$ cat config.mk
export PLATFORM = sky130hd
export DESIGN_NAME = bitwise16_arbiter
export DESIGN_NICKNAME = d
export VERILOG_FILES = /design/src/rtl/bitwise16_arbiter.sv
export SDC_FILE = /design/constraint.sdc
export NUM_CORES = 1
export LEC_CHECK = 0
export ABC_AREA = 0
export CORE_UTILIZATION = 38
export DETAILED_ROUTE_END_ITERATION = 16
export HOLD_SLACK_MARGIN = 0.15
export PLACE_DENSITY_LB_ADDON = 0.1
export SLEW_MARGIN = 20
export SYNTH_ARGS = -nofsm -noshare
export SYNTH_HDL_FRONTEND = slang
export SYNTH_SLANG_ARGS = --single-unit
$ cat constraint.sdc
create_clock -name clk -period 2.1 [get_ports clk]
set_input_delay 0.315 -clock clk [delete_from_list [all_inputs] [get_ports clk]]
set_output_delay 0.315 -clock clk [all_outputs]
set_load 0.05 [all_outputs]
$ cat src/rtl/bitwise16_arbiter.sv
// bitwise16_arbiter: round-robin front end that shares one 16-bit AND array
// among NREQ requesters. AND/NAND/OR/NOR are built from that single array via
// input/output inversion. The response is tagged with the requester index.
// Optional build macro: BITWISE16_ARB_BYPASS_EN removes the EXEC state. The
// result is then computed from the granted inputs in IDLE, which gives a
// latency of 1 cycle.
module bitwise16_arbiter #(
    parameter int NREQ = 4,
    parameter int IDW  = 2
) (
    input  logic                clk,
    input  logic                reset_n,
    input  logic [NREQ-1:0]     req_valid,
    output logic [NREQ-1:0]     req_ready,
    input  logic [2*NREQ-1:0]   req_op,
    input  logic [16*NREQ-1:0]  req_a,
    input  logic [16*NREQ-1:0]  req_b,
    output logic                rsp_valid,
    input  logic                rsp_ready,
    output logic [IDW-1:0]      rsp_id,
    output logic [15:0]         rsp_data,
    output logic                busy
);

`ifdef BITWISE16_ARB_BYPASS_EN
    typedef enum logic [1:0] {IDLE, RESP} state_t;
`else
    typedef enum logic [1:0] {IDLE, EXEC, RESP} state_t;
`endif

    state_t         state_q;
    logic [IDW-1:0] last_grant_q;
    logic [IDW-1:0] id_q;
    logic [15:0]    data_q;
`ifndef BITWISE16_ARB_BYPASS_EN
    logic [1:0]     op_q;
    logic [15:0]    a_q;
    logic [15:0]    b_q;
`endif

    logic           gnt_found;
    logic [IDW-1:0] gnt_idx;
    logic [1:0]     gnt_op;
    logic [15:0]    gnt_a;
    logic [15:0]    gnt_b;
    logic [15:0]    data_d;

    // Shared And16 array: OR/NOR invert the inputs (De Morgan).
    // NAND/OR invert the output.
    function automatic logic [15:0] and16_op(input logic [1:0]  op,
                                             input logic [15:0] a,
                                             input logic [15:0] b);
        logic [15:0] x;
        logic [15:0] y;
        logic [15:0] and_out;
        x       = op[1] ? ~a : a;
        y       = op[1] ? ~b : b;
        and_out = x & y;
        return (op == 2'b01 || op == 2'b10) ? ~and_out : and_out;
    endfunction

    // Round-robin pick. Prefer the first valid requester above last_grant_q.
    // Otherwise wrap around to the first valid requester at or below it.
    always_comb begin
        logic           found_hi;
        logic           found_lo;
        logic [IDW-1:0] idx_hi;
        logic [IDW-1:0] idx_lo;
        found_hi = 1'b0;
        found_lo = 1'b0;
        idx_hi   = '0;
        idx_lo   = '0;
        for (int unsigned j = 0; j < NREQ; j++) begin
            if (req_valid[j]) begin
                if (IDW'(j) > last_grant_q) begin
                    if (!found_hi) begin
                        found_hi = 1'b1;
                        idx_hi   = IDW'(j);
                    end
                end else if (!found_lo) begin
                    found_lo = 1'b1;
                    idx_lo   = IDW'(j);
                end
            end
        end
        gnt_found = found_hi | found_lo;
        gnt_idx   = found_hi ? idx_hi : idx_lo;
    end

    // Select the op and operands of the granted requester.
    always_comb begin
        gnt_op = '0;
        gnt_a  = '0;
        gnt_b  = '0;
        for (int unsigned j = 0; j < NREQ; j++) begin
            if (gnt_idx == IDW'(j)) begin
                gnt_op = req_op[2*j +: 2];
                gnt_a  = req_a[16*j +: 16];
                gnt_b  = req_b[16*j +: 16];
            end
        end
    end

    // Single use of the shared array. The source depends on the build.
    always_comb begin
`ifdef BITWISE16_ARB_BYPASS_EN
        data_d = and16_op(gnt_op, gnt_a, gnt_b);
`else
        data_d = and16_op(op_q, a_q, b_q);
`endif
    end

    // Accept strobe: one-hot on the granted index, only in IDLE, never under reset.
    always_comb begin
        req_ready = '0;
        if (reset_n && state_q == IDLE && gnt_found) begin
            for (int unsigned j = 0; j < NREQ; j++) begin
                if (gnt_idx == IDW'(j)) begin
                    req_ready[j] = 1'b1;
                end
            end
        end
    end

    // Control FSM: accept in IDLE, compute, then hold the response until it is taken.
    always_ff @(posedge clk or negedge reset_n) begin
        if (!reset_n) begin
            state_q      <= IDLE;
            last_grant_q <= IDW'(NREQ - 1);
            id_q         <= '0;
            data_q       <= '0;
`ifndef BITWISE16_ARB_BYPASS_EN
            op_q         <= '0;
            a_q          <= '0;
            b_q          <= '0;
`endif
        end else begin
            case (state_q)
                IDLE: begin
                    if (gnt_found) begin
                        last_grant_q <= gnt_idx;
                        id_q         <= gnt_idx;
`ifdef BITWISE16_ARB_BYPASS_EN
                        data_q       <= data_d;
                        state_q      <= RESP;
`else
                        op_q         <= gnt_op;
                        a_q          <= gnt_a;
                        b_q          <= gnt_b;
                        state_q      <= EXEC;
`endif
                    end
                end
`ifndef BITWISE16_ARB_BYPASS_EN
                EXEC: begin
                    data_q  <= data_d;
                    state_q <= RESP;
                end
`endif
                RESP: begin
                    if (rsp_ready) begin
                        state_q <= IDLE;
                    end
                end
                default: state_q <= IDLE;
            endcase
        end
    end

    assign rsp_valid = (state_q == RESP);
    assign busy      = (state_q != IDLE);
    assign rsp_id    = id_q;
    assign rsp_data  = data_q;

endmodule

# Yosys cells after proc, flatten, opt, wreduce, memory -nomap -nowiden
# Index checks and enable logic that the tools add are counted.
# Widths: inputs -> output; s select.
dict set report word_totals {
  reg_bits 56
  inputBits 143
  output_inout_bits 24
  wordCells 91
}
dict set report op_classes {
  order_cmp 4
  n_eq_ne 9
  muxes 58
  bitwise_logic 5
  reduce_logical 8
}
# operator count
set ops {}
lappend ops {{$mux 16} 11}
lappend ops {{$not 16->16} 3}
lappend ops {{$mux 2} 19}
lappend ops {{$mux 1} 26}
lappend ops {{$and 16x16->16} 1}
lappend ops {{$eq 2x2->1 const B} 4}
lappend ops {{$eq 2x1->1 const B} 3}
lappend ops {{$pmux 2 s3} 1}
lappend ops {{$gt 1x2->1 const A} 2}
lappend ops {{$gt 2x2->1 const A} 2}
lappend ops {{$logic_not 2->1} 2}
lappend ops {{$mux 4} 1}
lappend ops {{$reduce_and 2->1} 2}
lappend ops {{$logic_and 1x1->1} 2}
lappend ops {{$ne 2x1->1 const B} 1}
lappend ops {{$ne 2x2->1 const B} 1}
lappend ops {{$reduce_bool 2->1} 1}
lappend ops {{$logic_or 1x1->1} 1}
lappend ops {{$or 1x1->1} 1}

# Longest topological paths before layout
dict set report depth {
  ltp_word 18
  depth_mapped 8
  ltp_nobuf 6
}

# Least setup slack after synthesis
# No wires, ideal clock.
dict set report synth_path {
  path_kind {reg-to-output}
  start {register state_q[1]}
  end {output req_ready[0]}
  arrival_ps 2335
  t_required_ps 1785
  path_slack_ps -550
  stages_incl_launch_ff 7
  n_path_buf 1
  path_cell_list {dfrtp_1 -> or2_1 -> or2_2 -> inv_2 -> clkbuf_1 -> nand3b_1 -> nor2_1}
}
dict set report synth_between {
  elab_chain_len 4
}
# element line_no
set synth_rtl {}
lappend synth_rtl {{from (decl)} 31} ;# state_t state_q;
lappend synth_rtl {{from (signal assigned)} 128} ;# state_q <= IDLE;
lappend synth_rtl {{from (signal assigned)} 150} ;# state_q <= EXEC;
lappend synth_rtl {{from (signal assigned)} 157} ;# state_q <= RESP;
lappend synth_rtl {{$logic_not 2->1} 116} ;# if (reset_n && state_q == IDLE && gnt_found) begin
lappend synth_rtl {{$logic_and 1x1->1 (2 in series)} 116}
lappend synth_rtl {{$mux 4} 116}
lappend synth_rtl {{to (decl)} 14} ;# output logic [NREQ-1:0] req_ready,
# No other way between the ends.

# Final worst setup path
dict set report layout_path {
  start {register last_grant_q[0]}
  end {output req_ready[1]}
}
dict set report layout_between {
  elab_chain_len 16
}
# element line_no
set layout_rtl {}
lappend layout_rtl {{from (decl)} 32} ;# logic [IDW-1:0] last_grant_q;
lappend layout_rtl {{from (signal assigned)} 129} ;# last_grant_q <= IDW'(NREQ - 1);
lappend layout_rtl {{from (signal assigned)} 141} ;# last_grant_q <= gnt_idx;
lappend layout_rtl {{$gt 1x2->1} 75} ;# if (IDW'(j) > last_grant_q) begin
lappend layout_rtl {{$mux 1} 75}
lappend layout_rtl {{$mux 1} 74} ;# if (req_valid[j]) begin
lappend layout_rtl {{$mux 1, on equally long branches} {80, 76}}
lappend layout_rtl {{$mux 1} 75}
lappend layout_rtl {{$mux 1} 74}
lappend layout_rtl {{$mux 2, on equally long branches} {80, 76}}
lappend layout_rtl {{$mux 2} 75}
lappend layout_rtl {{$mux 2} 74}
lappend layout_rtl {{$mux 2, on equally long branches} {80, 76}}
lappend layout_rtl {{$mux 2} 75}
lappend layout_rtl {{$mux 2} 74}
lappend layout_rtl {{$mux 2} 87} ;# gnt_idx = found_hi ? idx_hi : idx_lo;
lappend layout_rtl {{$eq 2x1->1} 118} ;# if (gnt_idx == IDW'(j)) begin
lappend layout_rtl {{$mux 1} 118}
lappend layout_rtl {{$mux 4 (*)} 116}
# Every way passes the cells marked *; elsewhere a longest branch is shown, timed or not.

==> flow_summary.json <==
{
  "slew_violations": 0,
  "synth_compound_area_share_pct": 23.3,
  "p_per_area_nw_per_um2": 1360,
  "die_y_um": 101,
  "yosys_most_used_dff": "dfrtp_1",
  "clk_pin_slew_ps": 100,
  "grt_overflow": 0,
  "setup_violations": 5,
  "synth_top_cell_by_area": "dfrtp_1",
  "clk_latency_ps": 310,
  "netlist_area_um2": 3690,
  "slowest_stage": "dfstp_2",
  "p_leak_nw": 2.45,
  "drive_gt1_share_pct": 19.7,
  "path_max_fanout": 3,
  "finalHoldViolCount": 0,
  "grt_antenna_before_repair": 0,
  "grt_max_degree": 55,
  "startpoint_type": "register",
  "final_nets": 691,
  "port_buffers": 166,
  "area.growth.synth_to_final_pct": 64.2,
  "layout_setup_ws_ps": -43.4,
  "r2r_cells": 7,
  "max-cap-violations": 0,
  "path_class": "register to output port",
  "postRouteAntennaNets": 0,
  "synthSimpleGateAreaFrac_pct": 13.4,
  "max_freq_ghz": 0.467,
  "cts.sinks": 56,
  "cp_common_cell": "nor2_4",
  "finalCriticalPeriod_ps": 2140,
  "relSlewSlack_pct": 35.7,
  "period_share_pct": 102,
  "synthXorXnorAreaFrac_pct": 3.80,
  "die_width_um": 101,
  "finalNonFillerCells": 677,
  "place_inst": 658,
  "grt_pass1_wl_um": 19800,
  "drt-met1-wl_um": 5570,
  "crit_arrival_ps": 1830,
  "start_util_pct": 39.5,
  "numCtsBuffers": 5,
  "post_drt_wl_per_cell_um": 18.8,
  "num_rows": 35,
  "syn_inst": 371,
  "synth-seq-cells": 56,
  "fin_tns_setup_ps": -114,
  "rsz0062_at_grt": "yes",
  "synth-adder-area-share_pct": 4.34,
  "met3_wirelength_um": 731,
  "antennaDiodeCount": 0,
  "vias_per_cell": 5.60,
  "final_common_cell": "clkdlybuf4s50_1",
  "dieArea_um2": 10100,
  "status": "finished, violations left",
  "synthTopCellsByArea": "dfrtp_1 37%, mux2_4 7.3%, a221o_1 6.8%",
  "yosysUniqueCellTypes": 40,
  "ios": 167,
  "synth_top_family_by_area": "compound AO/OA/AOI/OAI gates",
  "crit_cells": 6,
  "track_usage_pct": 25.3,
  "synth_top_area_share_pct": 36.6,
  "peakVddDrop_mv": 0.662,
  "tightest_slew_ps": 964,
  "first_iter_violations": 227,
  "setup.worst_path.start": "last_grant_q[0]",
  "clock_tree.root_cell": "clkbuf_8",
  "crit_path_cell_trace": "and2b_4, nor2_4, nor2b_4, nand3b_1, nor2_4, buf_12",
  "drc": 0,
  "core-area_um2": 9330,
  "gp_congestion": 0.825,
  "vias": 3790,
  "cts_tree": "built",
  "worst-path-buf-inv": 1,
  "route.met2.wl_um": 6090,
  "grt_pass1_vias": 3780,
  "critPathCaptureType": "output port",
  "yosysSeqAreaShare_pct": 38.1,
  "setup.worst_path.end": "req_ready[1]",
  "final_cell_mix": "158 x clkdlybuf4s50_1, 54 x dfrtp_1, 33 x buf_4",
  "regToRegEndpoint": "a_q[12]",
  "highest_layer": "met4",
  "synth-warning-count": 0,
  "finClkSkew_ps": 6.15,
  "synth-edff-count": 0,
  "dp_hpwl_um": 9180,
  "cpPeakStageDelay_ps": 570,
  "reg2reg_slack_ps": 0,
  "syn_area_per_cell_um2": 9.94,
  "drt_wl_total_um": 12700,
  "syn-num-nets": 514,
  "required_ps": 1780,
  "path_delay_family": "simple AND/OR/NAND/NOR gates",
  "htree_levels": 2,
  "first_pass_iters": 5,
  "r2r_start": "last_grant_q[0]",
  "async_flop_share_pct": 100,
  "min_path_type": "primary input to async pin",
  "muxShareOfSynthArea_pct": 11.9,
  "violations": "negative setup slack",
  "cts_buffer_depth": 2
}
repair_timing:
action | 4_1_cts | 5_1_grt
pin swaps | 10 | 19
setup buffers | 7 | 4
cloned | 0 | 1
hold buffers | 1 | 0
resized for setup | 16 | 9
endpoints found under the setup margin | 4 | 30
endpoints found under the hold margin | 2 | 0
per-stage QoR:
stage	hold slack [ps]	area [um^2]	setup WS (ps)	utilization [%]	total power, mW
2_1_floorplan	19.4	3740	8.70	-	5.36
3_3_place_gp	148	5720	-176	61.3	6.93
3_5_place_dp	151	5720	-247	61.3	7.06
4_1_cts	266	5950	-54.4	63.8	8.06
5_1_grt	311	6050	-134	64.9	8.75
6_report	248	6050	-43.4	64.9	8.23
per-layer routing:
metal / vias to the layer above / global-route usage, %
li1: 1784 / -
met1: 1812 / 35.0
met2: 168 / 41.5
met3: 26 / 3.05
met4: 0 / 7.58
met5: - / 0
report_power, final:
group,switching [mW],leakage [nW],internal (mW),total [mW]
Combinational,2.79,1.71,2.56,5.34
Clock,0.362,0.0642,0.470,0.832
Sequential,0.411,0.677,1.64,2.05
worst min-delay path by stage:
stage	from	endpoint	slack [ps]	cells past startpoint
global route	reset_n	b_q[10]	310	2
floorplan	reset_n	a_q[0]	20	0
CTS	reset_n	b_q[15]	270	2
finish	reset_n	state_q[0]	250	2
detailed placement	reset_n	rsp_id[0]	150	1
global placement	reset_n	rsp_id[0]	150	1
kinds of logic (layout without fill, tap and decap cells):
family          Yosys count  after routing
compound gates          120            120
xor+xnor                 16             16
fa+ha+maj                16             16
buf+inv                  42            219
flops                    56             56
mux                      34             34
simple gates             87             87
layout make-up:
| cell class | instances | area, um^2 |
|---|---|---|
| clock inverters | 2 | 60.1 |
| repair buffers | 210 | 2140 |
| inverters | 2 | 10.0 |
| flip-flops and latches | 56 | 1400 |
| fillers | 776 | 3270 |
| clock buffers | 5 | 68.8 |
| well taps | 129 | 161 |
| multi-input cells | 273 | 2210 |
state kept, by name (all words and copies together), names as in the netlist:
signal	cells
a_q	16
b_q	16
last_grant_q	2
op_q	2
rsp_data	16
rsp_id	2
state_q	2
cells in the mapped netlist (2+ instances only):
| library cell | number |
|---|---|
| buf_6 | 3 |
| nor2_1 | 17 |
| nand2b_1 | 4 |
| a211oi_1 | 18 |
| mux2i_1 | 9 |
| nand2_1 | 20 |
| dfstp_2 | 2 |
| mux2_2 | 7 |
| buf_2 | 8 |
| mux2_4 | 18 |
| a221o_1 | 25 |
| maj3_1 | 16 |
| dfrtp_1 | 54 |
| clkbuf_1 | 27 |
| o21ai_0 | 18 |
| nor2b_1 | 2 |
| nand4_1 | 25 |
| o31ai_1 | 25 |
| a21oi_1 | 28 |
| o21a_1 | 2 |
| xnor2_1 | 16 |
| and4_1 | 9 |
Power figures use the tool's default switching activity.
